`config.mk`:
```
export PLATFORM = sky130hd
export DESIGN_NAME = grf
export DESIGN_NICKNAME = d
export VERILOG_FILES = /design/src/rtl/grf.sv
export SDC_FILE = /design/constraint.sdc
export NUM_CORES = 2
export LEC_CHECK = 0
export CAP_MARGIN = 20
export CELL_PAD_IN_SITES_DETAIL_PLACEMENT = 0
export CELL_PAD_IN_SITES_GLOBAL_PLACEMENT = 1
export CORE_MARGIN = 3
export CORE_UTILIZATION = 42
export CTS_CLUSTER_DIAMETER = 150
export DETAILED_ROUTE_END_ITERATION = 10
export GPL_ROUTABILITY_DRIVEN = 0
export PLACE_DENSITY_LB_ADDON = 0.05
export REMOVE_ABC_BUFFERS = 1
export SYNTH_ARGS = -nofsm -noshare
export SYNTH_HDL_FRONTEND = slang
export SYNTH_SLANG_ARGS = --single-unit
export TNS_END_PERCENT = 20
```
`constraint.sdc`:
```
create_clock -name clk -period 14 [get_ports clk]
set_clock_uncertainty 0.1 [all_clocks]
set_input_delay 2.8 -clock clk [delete_from_list [all_inputs] [get_ports clk]]
set_output_delay 2.8 -clock clk [all_outputs]
set_load 0.005 [all_outputs]
```
`src/rtl/grf.sv`:
```
// grf: 32 x 32-bit general register file with a committed-write log.
//   Register 0 always reads 0 and is never written.
//   Each committed write bumps WCnt and records its address and data in
//   LastA3/LastWD.
//   Define GRF_BYPASS_EN to forward same-cycle write data to the read ports.
//   Without it, a read of the register being written returns the old value.
// Ports:
//   clk            rising-edge clock
//   reset          synchronous, active-low
//   WE, A3, WD     write enable / address / data
//   PC             PC of the writing instruction (simulation log only)
//   A1/RD1, A2/RD2 combinational read ports
//   WCnt           committed-write counter (WCNT_W bits, wraps)
//   LastA3, LastWD address and data of the most recent committed write
module grf #(
  parameter int unsigned WCNT_W = 32
) (
  input  logic              clk,
  input  logic              reset,
  input  logic              WE,
  input  logic [4:0]        A1,
  input  logic [4:0]        A2,
  input  logic [4:0]        A3,
  input  logic [31:0]       WD,
  input  logic [31:0]       PC,
  output logic [31:0]       RD1,
  output logic [31:0]       RD2,
  output logic [WCNT_W-1:0] WCnt,
  output logic [4:0]        LastA3,
  output logic [31:0]       LastWD
);

  localparam int unsigned DW   = 32;
  localparam int unsigned AW   = 5;
  localparam int unsigned NREG = 32;

  logic [DW-1:0]     r_regs [NREG];
  logic [WCNT_W-1:0] r_wcnt;
  logic [AW-1:0]     r_last_a3;
  logic [DW-1:0]     r_last_wd;

  logic              w_commit;
  logic [DW-1:0]     w_rd1;
  logic [DW-1:0]     w_rd2;

  // A write takes effect only outside reset and never to $0.
  assign w_commit = reset && WE && (A3 != AW'(0));

  // Register array, counter and last-write record.
  always_ff @(posedge clk) begin
    if (!reset) begin
      for (int i = 0; i < int'(NREG); i++) begin
        r_regs[i] <= '0;
      end
      r_wcnt    <= '0;
      r_last_a3 <= '0;
      r_last_wd <= '0;
    end else if (w_commit) begin
      r_regs[A3] <= WD;
      r_wcnt     <= r_wcnt + WCNT_W'(1);
      r_last_a3  <= A3;
      r_last_wd  <= WD;
    end
  end

  // Read ports; $0 is forced to zero and is never a forwarding target
  // because w_commit already excludes A3 == 0.
  always_comb begin
    w_rd1 = (A1 == AW'(0)) ? DW'(0) : r_regs[A1];
    w_rd2 = (A2 == AW'(0)) ? DW'(0) : r_regs[A2];
`ifdef GRF_BYPASS_EN
    if (w_commit && (A3 == A1)) w_rd1 = WD;
    if (w_commit && (A3 == A2)) w_rd2 = WD;
`endif
  end

  assign RD1    = w_rd1;
  assign RD2    = w_rd2;
  assign WCnt   = r_wcnt;
  assign LastA3 = r_last_a3;
  assign LastWD = r_last_wd;

`ifndef SYNTHESIS
  // Write log for simulation; $%d on the 5-bit address pads to two columns.
  always_ff @(posedge clk) begin
    if (w_commit) begin
      $display("@%h: $%d <= %h", PC, A3, WD);
    end
  end
`endif

endmodule
```
Word level (Yosys, flattened, before mapping) --
Memories as Yosys holds them, arrays and structs flattened. Cells that the tools add are included.
Storage, ports and cells: logic and storage cells 20, memory bits (writable) 1024, output and inout port bits 133, flip-flop bits (word level) 69, input bits 82, memories kept 1
Operators by class: reductions and logical operators 6, multiplexer cells 9, $add $sub $neg 1
Memories:
- r_regs | words 32, width 32, rd ports 2, clocked after Yosys merged registers in 0, write ports 32, line 37 | logic [DW-1:0] r_regs [NREG];
Operators by type and width (count):
- 32-bit 2-to-1 mux | 3
- 32-bit by 1-bit adder with 32-bit output, second input constant | 1
- 32-bit OR reduction | 1
- 5-bit zero test | 2
- 1-bit 2-to-1 mux | 5
- 5-bit 2-to-1 mux | 1
- 5-bit nonzero test | 1
- 1-bit logical AND | 2

Depth between registers and ports, before layout --
depth after elaboration 7, gate-level depth with buffers 7, mapped depth without buffers 5

Worst setup path after synthesis --
OpenSTA, ideal clock, no wires.
path kind input to output, start input A1[0], end output RD1[10], setup slack 6.939 ns, arrival time 4.161 ns, stages 6, buffers on the path 2, required time 11.100 ns, cells stage by stage buf_2 > buf_2 > mux4_2 > nor2b_1 > a211oi_1 > a311oi_1
Between the ends: longest elaborated chain between the ends 2, elaborated cells on any way between the ends 3, those cells by class 1 x mux; 1 x reduce/logical; 1 x memory
Ends and longest elaborated chain:
- from (decl) | line 21 | input logic [4:0] A1,
- memory 32 x 32 bit or 5-bit zero test (tied branches)
- 32-bit 2-to-1 mux (*) | line 69 | w_rd1 = (A1 == AW'(0)) ? DW'(0) : r_regs[A1];
- to (decl) | line 26 | output logic [31:0] RD1,
Mark *: on every way between the ends. The rest lies on a longest branch, timed or not.

Worst setup path after layout --
start input A2[2], end output RD2[13]
Between the ends: longest elaborated chain between the ends 2, elaborated cells on any way between the ends 3, those cells by class 1 x mux; 1 x reduce/logical; 1 x memory
Ends and longest elaborated chain:
- from (decl) | line 22 | input logic [4:0] A2,
- memory 32 x 32 bit or 5-bit zero test (tied branches)
- 32-bit 2-to-1 mux (*) | line 70 | w_rd2 = (A2 == AW'(0)) ? DW'(0) : r_regs[A2];
- to (decl) | line 27 | output logic [31:0] RD2,
Marks and branches as above.

==> impl_metrics.json <==
{
  "drt_first_pass_iters": 6,
  "critPathRequiredTime_ps": 11100,
  "crit_chain": "buf_8, buf_12, buf_4, mux4_2, o2111ai_1, a311oi_1, clkdlybuf4s50_1",
  "final-hold-violation-count": 0,
  "rsz0062_at_grt": "no",
  "criticalPathCategory": "in -> out",
  "min_from": "LastA3[2]",
  "dp_hpwl_um": 126300,
  "netlist_instances": 4008,
  "layout.cells.non_filler": 5967,
  "core_um2": 135800,
  "slowest_delay_ps": 980,
  "final_area_um2": 65720,
  "post_cts_buffers": 0,
  "clock.fmax_mhz": 103.1,
  "die_area_um2": 141500,
  "power.density_nw_per_um2": 123.3,
  "relSlewSlack": 0.1640,
  "ctsResizeCount": 0,
  "fill_cells": 11750,
  "cp_max_fo": 90,
  "htreeDepth": 4,
  "drv_cap": 0,
  "crit_family": "buffers and inverters",
  "dp.cells": 5722,
  "wl_um": 212100,
  "status": "finished, final reports clean",
  "cp-end-kind": "primary output",
  "synth_top_area_cell": "edfxtp_1",
  "fin_crit_sh": 0.6929,
  "synth.avg_cell_area_um2": 14.36,
  "setup_tns_ps": 0,
  "cts_tree": "yes",
  "rrSetupSlack_ps": 11590,
  "ant_nets": 0,
  "portBuffers": 182,
  "io_pins": 215,
  "leakage_nw": 22.09,
  "slowest_stage": "a311oi_1",
  "grt.overflow.total": 0,
  "vias": 36510,
  "synth_edf_count": 1024,
  "synth_area_leaders": "edfxtp_1, mux4_2, and2_1",
  "drt-vias-per-instance": 6.119,
  "min_to": "LastA3[2]",
  "crit_arrival_ps": 6800,
  "place_area_um2": 61570,
  "fp.dieW_um": 376.2,
  "fin_nets": 4165,
  "cts_buffer_depth": 3,
  "antenna_found_initial": 10,
  "cts_buffers": 131,
  "setup_viol": 0,
  "wl_per_cell_um": 35.55,
  "whs_ps": 358.9,
  "critPathBufInv": 4,
  "reg2reg_from": "WCnt[0]",
  "grt_use_total": 0.2994,
  "cp-start-kind": "input pin",
  "core.rowCount": 135,
  "syn-cell-area_um2": 57570,
  "die_h_um": 376.2,
  "first_iter_violations": 3817,
  "min_path_type": "reg -> reg",
  "drcViolationCount": 0,
  "yosys_most_used_dff": "edfxtp_1",
  "syn_to_final_growth_pct": 14.17,
  "reg2reg_to": "WCnt[18]",
  "clock-sinks": 1093,
  "synth_top_area_share": 0.5341,
  "ys_ff_latch": 1093,
  "grt_pass1_wl_um": 294500,
  "drv_slew": 0,
  "root_buffer": "clkbuf_16",
  "ys_warn_count": 0,
  "grt_max_degree": 91,
  "initial_core_util": 0.4239,
  "ff2ff_path_depth": 5,
  "finalCriticalPeriod_ps": 9700,
  "ir_worst_vdd_v": 0.0001128,
  "drive_above_1_share": 0.2250,
  "worstHoldPathCells": 2,
  "ys_seq_area_frac": 0.5581,
  "insertion_delay_ps": 750,
  "worst_pin_slew_ps": 1246,
  "hold_buffers": 0,
  "async_reset_ff_frac": 0,
  "path_clk_slew_ps": 60,
  "synth_cell_types": 52,
  "grt_pass1_vias": 36950
}
kinds of logic (layout without fill, tap and decap cells):
logic type,after synthesis,after routing,share of synthesized area
compound gates,453,453,0.05449
flops,1093,1093,0.5581
simple gates,1372,1372,0.1399
fa+ha+maj,1,1,0.0002173
buf+inv,435,578,0.03506
xor+xnor,6,6,0.0009128
mux,647,647,0.2113
other cells,1,36,0.00006514
layout make-up:
| type | instances | area [um2] | area share |
|---|---|---|---|
| flip-flops and latches | 1093 | 32130 | 0.4889 |
| well taps | 1781 | 2228 | 0.03391 |
| repair buffers | 340 | 3158 | 0.04805 |
| multi-input cells | 2511 | 24150 | 0.3674 |
| inverters | 5 | 22.52 | 0.0003427 |
| clock buffers | 179 | 3701 | 0.05631 |
| clock inverters | 54 | 324.1 | 0.004931 |
| diodes | 4 | 10.01 | 0.0001523 |
through the flow:
stage	setup WS (ps)	power, W	util
finish	4300	0.008103	0.4840
global placement	4253	0.004885	0.4530
global route	4079	0.008341	0.4839
detailed placement	4277	0.004895	0.4534
floorplan	6232	0.004321	-
CTS	4249	0.008157	0.4830
layout by cell type, fill, tap and decap left out, drive strengths merged, types with 10 or more instances in the layout:
cell              n
mux2i           135
edfxtp         1024
a221oi           19
conb             32
and2            997
nor2b            68
o21ai           156
clkbuf          186
a21oi            18
nand4            10
clkdlybuf4s50   169
a22oi            66
mux4            448
nand3            10
o31ai            13
o2111ai          48
a311oi           64
mux2             64
clkinv           47
nand2           183
dfxtp            69
nor2             48
a211oi           64
buf             164
or4              15
synthesized netlist by cell type, types with 4 or more instances:
| cell type | count |
|---|---|
| edfxtp_1 | 1024 |
| and2_1 | 997 |
| mux4_2 | 448 |
| clkbuf_1 | 268 |
| nand2_1 | 183 |
| o21ai_0 | 148 |
| mux2i_1 | 135 |
| dfxtp_1 | 69 |
| nor2b_1 | 68 |
| a22oi_1 | 66 |
| buf_2 | 65 |
| a211oi_1 | 64 |
| a311oi_1 | 64 |
| mux2_2 | 64 |
| buf_4 | 56 |
| nor2_1 | 48 |
| o2111ai_1 | 48 |
| clkbuf_2 | 24 |
| a221oi_1 | 19 |
| a21oi_1 | 18 |
| o31ai_1 | 13 |
| or4_1 | 13 |
| nand3_1 | 10 |
| nand4_1 | 10 |
| buf_1 | 8 |
| buf_6 | 8 |
| o21ai_1 | 8 |
| nand2b_1 | 7 |
| nor4_1 | 7 |
| and4_1 | 6 |
| or3_1 | 5 |
| and3_1 | 4 |
| inv_1 | 4 |
| nand3b_1 | 4 |
| xor2_1 | 4 |
state kept, by name (all words and copies together) (netlist names):
| signal | cells |
|---|---|
| LastA3 | 5 |
| LastWD | 32 |
| WCnt | 32 |
| r_regs | 1024 |
routing by layer:
layer	up-vias	global-route usage	routed length (um)
li1	15450	-	-
met1	19250	0.4060	87770
met2	1478	0.4848	101500
met3	323	0.04757	13740
met4	2	0.1191	9119
met5	-	0	7
tightest hold or removal path, stage by stage, from the launching register on:
cell	delay [ps]
dfxtp_1	310
nand2_1	50
o21ai_0	60
where the power goes:
part           leakage [nW]  switching, W  internal [W]
Sequential             10.3     0.0000855       0.00375
Combinational          9.81      0.000586      0.000414
Clock                  1.96       0.00137       0.00190
Total                  22.1       0.00204       0.00606
worst max-delay path by stage:
stage           from      end  slack (ps)  depth (start not counted)
6_report       A2[2]  RD2[13]        4300                          7
5_1_grt        A2[2]  RD2[13]        4080                          7
4_1_cts        A2[1]  RD2[12]        4250                          8
3_5_place_dp   A2[1]  RD2[12]        4280                          8
3_3_place_gp   A2[1]  RD2[12]        4250                          8
2_1_floorplan  A1[0]   RD1[0]        6230                          4
No activity file was read; power rests on OpenSTA's default activity.
